--- config.mk ---
export PLATFORM = sky130hd
export DESIGN_NAME = rv_bfm_fifo
export DESIGN_NICKNAME = d
export VERILOG_FILES = /design/src/rtl/rv_bfm_pkg.sv /design/src/rtl/rv_bfm_fifo.sv
export SDC_FILE = /design/constraint.sdc
export NUM_CORES = 1
export LEC_CHECK = 0
export CORE_MARGIN = 8
export CORE_UTILIZATION = 45
export DETAILED_ROUTE_END_ITERATION = 6
export PLACE_DENSITY = 0.74
export SYNTH_ARGS = -nofsm -noshare
export SYNTH_HDL_FRONTEND = slang
export SYNTH_SLANG_ARGS = --single-unit
--- constraint.sdc ---
create_clock -name clock -period 4.5 [get_ports clock]
set_clock_uncertainty 0.05 [all_clocks]
set_input_delay 0.9 -clock clock [delete_from_list [all_inputs] [get_ports clock]]
set_output_delay 0.9 -clock clock [all_outputs]
set_load 0.01 [all_outputs]
--- src/rtl/rv_bfm_pkg.sv ---
// Shared defaults and helpers for the ready/valid data-out BFM.
// Exports DEF_DATA_WIDTH, DEF_DEPTH and lvl_w() for level port sizing.
package rv_bfm_pkg;

  localparam int DEF_DATA_WIDTH = 32;
  localparam int DEF_DEPTH      = 16;

  function automatic int lvl_w(input int depth);
    return $clog2(depth) + 1;
  endfunction

endpackage

--- src/rtl/rv_bfm_fifo.sv ---
// Synchronous FIFO: push/pop, full/empty, level; sync active-high reset.
// Ports: clock, reset, push, push_data, pop, rd_data, level, full, empty.
module rv_bfm_fifo
  import rv_bfm_pkg::*;
#(
  parameter int DW    = DEF_DATA_WIDTH,
  parameter int DEPTH = DEF_DEPTH,
  localparam int AW   = $clog2(DEPTH),
  localparam int LW   = lvl_w(DEPTH)
) (
  input  logic          clock,
  input  logic          reset,
  input  logic          push,
  input  logic [DW-1:0] push_data,
  input  logic          pop,
  output logic [DW-1:0] rd_data,
  output logic [LW-1:0] level,
  output logic          full,
  output logic          empty
);

  logic [DW-1:0] mem_q [DEPTH];
  logic [AW-1:0] wr_ptr_q, wr_ptr_d;
  logic [AW-1:0] rd_ptr_q, rd_ptr_d;
  logic [LW-1:0] level_q, level_d;
  logic          do_push;
  logic          do_pop;

  assign full    = (level_q == LW'(DEPTH));
  assign empty   = (level_q == '0);
  assign do_push = push && !full;
  assign do_pop  = pop && !empty;
  assign rd_data = mem_q[rd_ptr_q];
  assign level   = level_q;

  always_comb begin
    wr_ptr_d = wr_ptr_q;
    rd_ptr_d = rd_ptr_q;
    level_d  = level_q;
    if (do_push) wr_ptr_d = wr_ptr_q + 1'b1;
    if (do_pop)  rd_ptr_d = rd_ptr_q + 1'b1;
    unique case (1'b1)
      (do_push && !do_pop): level_d = level_q + LW'(1);
      (do_pop && !do_push): level_d = level_q - LW'(1);
      default:              level_d = level_q;
    endcase
  end

  always_ff @(posedge clock) begin
    if (reset) begin
      wr_ptr_q <= '0;
      rd_ptr_q <= '0;
      level_q  <= '0;
    end else begin
      wr_ptr_q <= wr_ptr_d;
      rd_ptr_q <= rd_ptr_d;
      level_q  <= level_d;
    end
  end

  // Storage needs no reset; pointers define what is live.
  always_ff @(posedge clock) begin
    if (do_push) mem_q[wr_ptr_q] <= push_data;
  end

endmodule

==> flow_summary_export.csv <==
group,metric,value,unit
floorplan,start_util,45.6,%
clock_tree,root_buffer,"clkbuf_16",
placed_design,place_area,0.0219,mm^2
routing,vias,8906,
setup_path,r2r_slack,1.24,ns
clock_tree,clkSinkCount,529,
grt,first_global_vias,9552,
routing,vias_per_cell,5.65,
timing,max_freq,242,MHz
routing,wl_per_cell,26.4,um
power,leakagePower,7.11,nW
routing,dr.pass1.iters,6,
timing,post-route-period-util,92.0,%
floorplan,die_h,227,um
clock_tree,path_clk_slew,0.06,ns
grt,gr-total-overflow,0,
run,cap_viol_max_count,0,
finish,postLayoutCellArea,0.0235,mm^2
routing,wl,41600,um
setup_path,cp.required,3.55,ns
placed_design,dp_hpwl,21100,um
placed_design,port_buffers,74,
synth,yosys-top-cells-area,"edfxtp_1, mux4_2, dfxtp_1, nor2_1, ha_1",
synth,avgSynthCellArea,24.3,um^2
clock_tree,cts.path.max_buffers,3,
routing,ant_nets,0,
timing,rsz0062_at_grt,"false",
routing,drc,0,
placed_design,place_inst,1479,
grt,antenna_found_initial,4,
synth,synth_commonest_cells,"edfxtp_1, mux4_2, nor2_1",
setup_path,reg2reg_from,"level[1]",
clock_tree,cts_tree,"done",
timing,drv_slew,0,
floorplan,rows,77,
floorplan,coreArea,0.0441,mm^2
min_path,worst_hold_path_type,"reg2reg",
finish,nNetsFinal,984,
grt,grt_pass1_wl,61300,um
floorplan,io_pins,75,
synth,yosysTopAreaCellShare,76.5,%
timing,relSlewSlack,41.6,%
finish,final_cells,1576,
synth,synth_area_leader_cell,"edfxtp_1",
clock_tree,cts_buffers,52,
synth,yosys.cell_count.top_type,"edfxtp_1",
synth,synth-seq-cells,529,
timing,holdWs,0.462,ns
timing,hold_viol,0,
finish,drive_gt1_share,28.3,%
synth,yosys.cell_types.count,38,
synth,synth_enable_flop_cells,512,
finish,syn_to_final_growth,16.9,%
power,total_power,12.2,mW
clock_tree,clkLatencyLatePin,0.58,ns
power,irDropWorstVdd,0.389,mV
clock_tree,cts_htree_levels,2,
timing,worstMarginPinSlew,0.874,ns
power,power_density,521,mW/mm^2
setup_path,path_class,"reg2out",
setup_path,setup.worst_path.start_class,"flop",
clock_tree,cts_resized,0,
status,outcome,"finished, final reports clean",
min_path,worstHoldStart,"rd_ptr_q[3]",
grt,grt_usage,16.4,%
synth,ys_async_sr_fraction,0,%
timing,tns,0,ns
synth,ys_warn_count,0,
synth,ys_seq_area_share,78.2,%
grt,grt_max_degree,83,
placed_design,gp_congestion,0.733,
timing,setup_viol,0,
floorplan,dieWidth,227,um
clock_tree,hold_buffers,0,
synth,syn_area,0.0201,mm^2
floorplan,die-area,0.0517,mm^2
timing,finalCriticalPeriod,4.14,ns
setup_path,worstPathArrival,3.19,ns
routing,drt_iter0_markers,963,
synth,netlist_instances,826,
synth,synth_flop_cell,"edfxtp_1",
clock_tree,post_cts_buffers,0,
setup_path,crit_fanout,82,
synth,synth_nets,869,
setup_path,cp-end-kind,"output pin",
[worst max-delay path, cell delays in order (launching register included)]
cell,delay (ns)
dfxtp_4,0.37
buf_12,0.45
mux4_2,0.61
mux4_2,0.54
clkdlybuf4s50_1,0.51
[placed cells by master (no fill, tap or decap), types with 5 or more instances in the layout]
cell type        count
xor2_1               6
clkdlybuf4s50_1     74
buf_4               17
edfxtp_1           512
nor2_1              20
clkbuf_1            19
mux4_2             160
buf_12              11
nand2_1              9
nor2_4              12
ha_1                 7
dfxtp_1             13
clkinv_1            10
clkbuf_16           52
clkinv_2             5
[per-layer routing]
metal	global-route usage [%]	vias up	routed length, um	part of all wire (%)
li1	-	3775	-	-
met1	21.4	4762	16500	40
met2	27.6	304	21400	51
met3	3.80	59	2930	7.0
met4	4.47	6	728	1.8
met5	0	-	39	0.094
[area by class of cell]
type                    instances  area [um^2]
fillers                      3370        20600
flip-flops and latches        529        15700
multi-input cells             252         4300
clock buffers                  71         1370
repair buffers                102         1090
well taps                     592          741
clock inverters                25          254
inverters                       4         15.0
diodes                          1         2.50
[flip-flops by register name, indices dropped and copies added (netlist names), named ones only]
name and count:
level 5, wr_ptr_q 4, rd_ptr_q 4, mem_q 512
[final timing paths]
kind                                     to  cells past startpoint
worst min register to register  rd_ptr_q[3]                      2
worst min-delay path            rd_ptr_q[3]                      2
worst max register to register     level[4]                      9
worst max-delay path            rd_data[17]                      4
[through the flow]
stage,setup WS [ns],util (%)
floorplan,0.388,-
global placement,0.767,49.6
detailed placement,0.698,49.6
CTS,0.272,53.2
global route,0.197,53.2
finish,0.360,53.2
[where the power goes]
group	internal (mW)	total [mW]	switching [mW]
sequential	5.58	5.67	0.0944
combinational	1.35	2.43	1.08
clock	2.37	4.15	1.78
[kinds of logic (layout without fill, tap and decap cells)]
kind of cell	after synthesis	after routing	share of synthesized area, %
buf+inv	45	202	1.02
compound gates	9	9	0.311
simple gates	62	62	1.51
other cells	0	1	0
xor+xnor	9	9	0.392
fa+ha+maj	7	7	0.436
flops	529	529	78.2
mux	165	165	18.2
Power figures use the tool's default switching activity.
